--- src/rtl/control_unit.sv ---
// control_unit: Moore FSM sequencing the 32-bit datapath (fetch T0-T2, execute T3-T7, memory steps stretched by MEM_WAIT).
// Optional define CU_ILLEGAL_TRAP_EN: undefined opcodes trap into a sticky HALT and raise IllegalOp.
module control_unit #(
   parameter int MEM_WAIT = 0
) (
   input  logic        Clock,
   input  logic        Reset,
   input  logic [31:0] IR,
   input  logic        CON_FF,
   input  logic        Stop,
   output logic        PCout, Zhighout, Zlowout, MDRout, HIout, LOout, InPortout, BAout, Cout,
   output logic        MARin, Zin, PCin, MDRin, IRin, Yin, HIin, LOin, OutPortin, CONin,
   output logic        Gra, Grb, Grc, Rin, Rout,
   output logic        IncPC, Read, Write,
   output logic        AND, OR, ADD, SUB, MUL, DIV, SHR, SHL, ROR, ROL, NEG, NOT,
   output logic        Run,
   output logic        Clear
`ifdef CU_ILLEGAL_TRAP_EN
   , output logic      IllegalOp
`endif
);
   typedef enum logic [3:0] {RST, T0, T1, T2, T3, T4, T5, T6, T7, HALT} state_t;
   localparam logic [2:0] MW = 3'(MEM_WAIT);
   state_t state, nxt;
   logic [2:0] cnt, cnt_n;
   logic sticky, sticky_n;
   logic [4:0] op;
   logic t0, t1, t2, t3, t4, t5, t6, t7;
   logic alu3, imm, md, nn, ldi, ld, st, br, jr, inp, outp, mfhi, mflo, halt;
   logic exec, ex4, mem, adv, last, trap;
   logic unused_ir;
   assign op = IR[31:27];
   assign unused_ir = ^IR[26:0];
   assign t0 = state == T0;
   assign t1 = state == T1;
   assign t2 = state == T2;
   assign t3 = state == T3;
   assign t4 = state == T4;
   assign t5 = state == T5;
   assign t6 = state == T6;
   assign t7 = state == T7;
   assign alu3 = op >= 5'd3 && op <= 5'd10;
   assign imm = op >= 5'd11 && op <= 5'd13;
   assign md = op == 5'd14 || op == 5'd15;
   assign nn = op == 5'd16 || op == 5'd17;
   assign ld = op == 5'd0;
   assign ldi = op == 5'd1;
   assign st = op == 5'd2;
   assign br = op == 5'd18;
   assign jr = op == 5'd19;
   assign inp = op == 5'd21;
   assign outp = op == 5'd22;
   assign mfhi = op == 5'd23;
   assign mflo = op == 5'd24;
   assign halt = op == 5'd26;
`ifdef CU_ILLEGAL_TRAP_EN
   assign trap = op == 5'd20 || op >= 5'd27;
`else
   assign trap = 1'b0;
`endif
   assign exec = alu3 | imm | md | nn | ldi | ld | st | br | jr | inp | outp | mfhi | mflo;
   assign ex4 = t4 & (alu3 | imm | md);
   assign mem = t1 | (t6 & ld) | (t7 & st);
   assign adv = !mem || cnt == MW;
   // Final execute step of each instruction class; T7 always ends an instruction.
   assign last = (t3 & (jr | inp | outp | mfhi | mflo)) | (t4 & nn) | (t5 & (alu3 | imm | ldi))
               | (t6 & (md | br)) | t7;
   always_comb begin
      nxt = state;
      cnt_n = 3'd0;
      sticky_n = sticky;
      case (state)
         RST: nxt = T0;
         HALT: nxt = sticky || Stop ? HALT : T0;
         T2: begin
            nxt = halt || trap ? HALT : exec ? T3 : Stop ? HALT : T0;
            sticky_n = sticky | halt | trap;
         end
         default: begin
            cnt_n = adv ? 3'd0 : cnt + 3'd1;
            nxt = !adv ? state : last ? (Stop ? HALT : T0) : state_t'(state + 4'd1);
         end
      endcase
   end
   always_ff @(posedge Clock or negedge Reset)
      if (!Reset) begin
         state <= RST;
         cnt <= 3'd0;
         sticky <= 1'b0;
      end else begin
         state <= nxt;
         cnt <= cnt_n;
         sticky <= sticky_n;
      end
`ifdef CU_ILLEGAL_TRAP_EN
   always_ff @(posedge Clock or negedge Reset)
      if (!Reset) IllegalOp <= 1'b0;
      else if (t2 && trap) IllegalOp <= 1'b1;
`endif
   assign PCout = t0 | (t4 & br);
   assign Zhighout = t6 & md;
   assign Zlowout = t1 | (t5 & (alu3 | imm | md | ldi | ld | st)) | (t4 & nn) | (t6 & br);
   assign MDRout = t2 | (t7 & ld);
   assign HIout = t3 & mfhi;
   assign LOout = t3 & mflo;
   assign InPortout = t3 & inp;
   assign BAout = t3 & (ldi | ld | st);
   assign Cout = (t4 & (imm | ldi | ld | st)) | (t5 & br);
   assign MARin = t0 | (t5 & (ld | st));
   assign Zin = t0 | (t4 & (alu3 | imm | md | ldi | ld | st)) | (t3 & nn) | (t5 & br);
   assign PCin = t1 | (t3 & jr) | (t6 & br & CON_FF);
   assign MDRin = t1 | (t6 & (ld | st));
   assign IRin = t2;
   assign Yin = (t3 & (alu3 | imm | md | ldi | ld | st)) | (t4 & br);
   assign HIin = t6 & md;
   assign LOin = t5 & md;
   assign OutPortin = t3 & outp;
   assign CONin = t3 & br;
   assign Gra = (t5 & (alu3 | imm | ldi)) | (t3 & (md | br | jr | inp | outp | mfhi | mflo))
              | (t4 & nn) | (t7 & ld) | (t6 & st);
   assign Grb = (t3 & (alu3 | imm | ldi | ld | st | nn)) | (t4 & md);
   assign Grc = t4 & alu3;
   assign Rin = (t5 & (alu3 | imm | ldi)) | (t4 & nn) | (t7 & ld) | (t3 & (inp | mfhi | mflo));
   assign Rout = (t3 & (alu3 | imm | md | nn | br | jr | outp)) | (t4 & (alu3 | md)) | (t6 & st);
   assign IncPC = t0;
   assign Read = t1 | (t6 & ld);
   assign Write = t7 & st;
   assign ADD = (ex4 & (op == 5'd3 || op == 5'd11)) | (t4 & (ldi | ld | st)) | (t5 & br);
   assign SUB = ex4 & (op == 5'd4);
   assign SHR = ex4 & (op == 5'd5);
   assign SHL = ex4 & (op == 5'd6);
   assign ROR = ex4 & (op == 5'd7);
   assign ROL = ex4 & (op == 5'd8);
   assign AND = ex4 & (op == 5'd9 || op == 5'd12);
   assign OR = ex4 & (op == 5'd10 || op == 5'd13);
   assign MUL = ex4 & (op == 5'd14);
   assign DIV = ex4 & (op == 5'd15);
   assign NEG = t3 & (op == 5'd16);
   assign NOT = t3 & (op == 5'd17);
   assign Run = state != RST && state != HALT;
   assign Clear = state == RST;
endmodule

--- config.mk ---
export PLATFORM = sky130hd
export DESIGN_NAME = control_unit
export DESIGN_NICKNAME = d
export VERILOG_FILES = /design/src/rtl/control_unit.sv
export SDC_FILE = /design/constraint.sdc
export NUM_CORES = 1
export LEC_CHECK = 0
export BUFFER_PORTS_ARGS = -buffer_cell sky130_fd_sc_hd__buf_2
export CORE_UTILIZATION = 34
export CTS_CLUSTER_DIAMETER = 30
export CTS_CLUSTER_SIZE = 28
export DETAILED_ROUTE_END_ITERATION = 16
export PLACE_DENSITY = 0.65
export SETUP_SLACK_MARGIN = 0.05
export SYNTH_ARGS = -nofsm -noshare
export SYNTH_HDL_FRONTEND = slang
export SYNTH_SLANG_ARGS = --single-unit
--- constraint.sdc ---
create_clock -name Clock -period 3.05 [get_ports Clock]
set_input_delay 0.4575 -clock Clock [delete_from_list [all_inputs] [get_ports Clock]]
set_output_delay 0.4575 -clock Clock [all_outputs]
set_load 0.01 [all_outputs]
# [Word level (Yosys, flattened, before mapping)]
# Index checks and enable logic that the tools add are counted.
[totals] in_bits=36 word_cells=192 regBits=8 latchBits=0 output_inout_bits=41 ramBits=0 rom_bits=0 n_memories=0
[classes] multipliers=0 n_reduce_logical=17 n_bitwise=123 order_cmp=4 eq_ne=34 add_sub_neg=2 shifts=0 muxes=9 div_mod_pow=0
[ops] operator="$or A1 B1 Y1" n=74
[ops] operator="$and A1 B1 Y1" n=49
[ops] operator="$eq A5 B5 Y1 const B" n=9
[ops] operator="$eq A5 B4 Y1 const B" n=8
[ops] operator="$mux W4" n=6
[ops] operator="$eq A5 B3 Y1 const B" n=4
[ops] operator="$eq A4 B3 Y1 const B" n=4
[ops] operator="$pmux W4 S3" n=1
[ops] operator="$eq A5 B2 Y1 const B" n=2
[ops] operator="$le A5 B4 Y1 const B" n=2
[ops] operator="$eq A4 B2 Y1 const B" n=2
[ops] operator="$eq A4 B4 Y1 const B" n=2
[ops] operator="$reduce_bool A4 Y1" n=2
[ops] operator="$logic_or A1 B1 Y1" n=7
[ops] operator="$mux W3" n=2
[ops] operator="$eq A5 B1 Y1 const B" n=1
[ops] operator="$ge A5 B2 Y1 const B" n=1
[ops] operator="$ge A5 B4 Y1 const B" n=1
[ops] operator="$logic_not A5 Y1" n=1
[ops] operator="$add A4 B1 Y4 const B" n=1
[ops] operator="$eq A4 B1 Y1 const B" n=1
[ops] operator="$logic_not A4 Y1" n=1
[ops] operator="$ne A4 B4 Y1 const B" n=1
[ops] operator="$add A3 B1 Y3 const B" n=1
[ops] operator="4 further kinds" n=6

# [Logic depth before layout (Yosys ltp)]
[depth] ltp_word=17 depth_mapped=8 depth_no_buf=7

# [Worst setup path after synthesis]
# No wires, ideal clock.
[synth_timing] path_type="register -> output" start="reg state[1]" end="out Gra" slack_ps=905 stages_incl_launch_ff=8 n_path_buf=1 arrival_ps=1688 required_time_ps=2592 cell_sequence="dfrtp_1 -> inv_1 -> ha_1 -> clkbuf_1 -> nand3b_1 -> or4_4 -> o211a_4 -> o221ai_1"
[synth_via] elab_chain_len=6 elab_cells_between_ends=14 classes_between="5 x eq/ne; 9 x bitwise"
[synth_lines] element="from (decl)" line_no="24" rtl="state_t state, nxt;"
[synth_lines] element="from (signal assigned)" line_no="91" rtl="state <= nxt;"
[synth_lines] element="$eq A4 B3 Y1, on equally long branches" line_no="39, 37"
[synth_lines] element="$and A1 B1 Y1" line_no="119" rtl="assign Gra = (t5 & (alu3 | imm | ldi)) | (t3 & (md | br | jr | inp | outp | mfhi | mflo))"
[synth_lines] element="$or A1 B1 Y1" line_no="119"
[synth_lines] element="$or A1 B1 Y1 (2 in a row)" line_no="120" rtl="| (t4 & nn) | (t7 & ld) | (t6 & st);"
[synth_lines] element="$or A1 B1 Y1 *" line_no="120"
[synth_lines] element="to (decl)" line_no="13" rtl="output logic Gra, Grb, Grc, Rin, Rout,"
# Mark *: on every way between the ends. The rest lies on a longest branch, timed or not.

# [Worst setup path after layout]
# Ends and elaborated chain as after synthesis.

==> results.yml <==
power:
  leakage_nw: 0.788
  vdd_drop_max_uv: 514
  p_per_area_nw_per_um2: 582
status:
  run_status: "complete, no violations"
floorplan:
  coreArea_sq_um: 3660
  dieArea_sq_um: 4070
  die_w_microns: 63.8
  die_h_microns: 63.8
  num_rows: 22
  io_pins: 77
  start_util: 0.355
setup_path:
  critPathLaunchType: "flip-flop"
  required_ns: 2.59
  critical_path_class: "reg -> out"
  worstPathArrival_ns: 2.23
  cp_max_fo: 8
  critPathCaptureType: "output pin"
cts:
  cts_buffer_depth: 2
  cts-buffers-inserted: 3
  cts.clk_slew.worst_paths_ns: 0.04
  cts_setup_buffers: 0
  root_buffer: "clkbuf_8"
  hold_buffers: 0
  insertion_delay_ns: 0.23
  htreeDepth: 1
  cts_tree: "yes"
  cts_sinks: 8
  cts_resized: 0
timing:
  max_freq_mhz: 373
  fin_tns_setup_ns: 0
  post-route-min-period_ns: 2.68
  final-hold-violation-count: 0
  fin_hold_ws_ns: 0.0582
  setup_viol: 0
  tightest_slew_ns: 0.460
  final.period_utilization: 0.880
  rsz0062_at_grt: "no"
  drv_slew: 0
  maxSlewHeadroom: 0.693
  finClkSkew_ns: 0.00273
routing:
  num_vias: 1542
  dr.pass1.iters: 4
  wl_per_cell_microns: 14.1
  wl_microns: 3950
  vias_per_cell: 5.51
  drt-initial-drc-count: 113
  drc: 0
  ant_nets: 0
yosys:
  yosysSeqAreaShare: 0.154
  async_flop_share: 1.00
  ys_top_cells_by_area: "dfrtp_1 (15%), nand2_1 (7.2%), nor2_1 (6.9%)"
  ys.flop_type: "dfrtp_1"
  synthesis.nets: 235
  avgSynthCellArea_sq_um: 6.74
  synth_edf_count: 0
  synth_cell_types: 56
  yosysMostFrequentCell: "nand2_1"
  synth-warning-count: 0
  yosysTopAreaCell: "dfrtp_1"
  synth_commonest_cells: "nand2_1 (25), nor2_1 (24), nand3_1 (12), o21ai_0 (11)"
  syn_inst: 193
  synth.top_cell.area_share: 0.154
  ys_ff_latch: 8
  syn_area_sq_um: 1300
grt:
  grt_overflow: 0
  antenna_found_initial: 0
  grt_pass1_wl_microns: 6590
  grt_pass1_vias: 1390
  grt_use_total: 0.202
  grt_max_degree: 28
placement:
  io_buffer_count: 49
  detailed_place_hpwl_microns: 2950
  gp_congestion: 0.846
job:
  drv_cap: 0
cells_and_area:
  drive_above_1_share: 0.267
  fin_nets: 276
  diodes: 0
  areaGrowthSynthToFinish_pct: 21.6
  nFillCells: 389
min_path:
  hold_path.class: "in -> async"
## kinds of logic after synthesis
| kind of cell | after synthesis | synth area share |
|---|---|---|
| compound gates | 45 | 0.241 |
| xor+xnor | 3 | 0.0202 |
| buf+inv | 24 | 0.0857 |
| fa+ha+maj | 7 | 0.0654 |
| mux | 4 | 0.0318 |
| simple gates | 102 | 0.402 |
| flops | 8 | 0.154 |
## sequential cells by signal, indices dropped and copies added (netlist names)
signal	count
cnt	3
state	4
sticky	1
## worst max-delay path: stages (launching register included)
cell and delay, ns:
dfrtp_1 0.41, inv_1 0.10, ha_1 0.34, nand3b_1 0.20, or4_4 0.49, o211a_4 0.18
o221ai_1 0.10, buf_2 0.18
## worst paths after layout
kind,startpoint,end,slack (ns),cells past startpoint
setup / recovery,state[1],Gra,0.37,7
hold / removal,Reset,state[2],0.06,1
setup reg to reg,state[0],state[3],0.75,7
hold reg to reg,cnt[0],cnt[0],0.47,1
max in group asynchronous,Reset,cnt[1],2.83,1
min in group Clock,cnt[0],cnt[0],0.47,1
## layout by cell type, fill, tap and decap left out, types with 2 or more instances in the layout
cell type	count
and2_1	4
mux2i_1	3
nand3b_1	2
ha_1	6
or4_4	2
o21ai_0	11
nand2b_1	2
o22ai_1	2
inv_1	10
nor2_1	24
clkbuf_8	3
o31ai_1	2
o21a_1	2
or2_2	2
nand2_1	25
and3b_1	2
a211o_1	2
nor3_1	10
a21oi_1	9
or3_1	2
a31oi_1	2
nand4_1	2
a221oi_1	2
nor2b_1	4
xnor2_1	2
nand3_1	12
buf_2	49
dfrtp_1	8
## routing by layer
metal | vias up | GRT usage | part of all wire
met5 | - | 0 | 0
met1 | 695 | 0.287 | 0.47
met3 | 5 | 0.0214 | 0.070
met2 | 73 | 0.311 | 0.44
met4 | 0 | 0.0739 | 0.012
li1 | 769 | - | -
## metrics by stage
step           utilization  instances  setup slack, ns  cell area [sq um]  total power, mW
2_1_floorplan            -        193            0.905               1300            0.589
5_1_grt              0.432        280            0.265               1580             1.00
3_5_place_dp         0.420        277            0.566               1540            0.789
4_1_cts              0.432        280            0.397               1580            0.919
6_report             0.432        280            0.366               1580            0.919
3_3_place_gp         0.420        277            0.562               1540            0.782
## where the power goes
group / internal [mW] / leakage (nW) / switching, mW / total [mW]
combinational: 0.250 / 0.661 / 0.356 / 0.606
sequential: 0.135 / 0.105 / 0.0548 / 0.189
clock: 0.0851 / 0.0216 / 0.0383 / 0.123
total: 0.470 / 0.788 / 0.450 / 0.919
## area by class of cell
cell class	count	area, sq um	area share
multi-input cells	161	988	0.625
well taps	48	60.1	0.0380
inverters	10	37.5	0.0238
repair buffers	50	253	0.160
flip-flops and latches	8	200	0.127
clock buffers	3	41.3	0.0261
No activity file was read; power rests on OpenSTA's default activity.
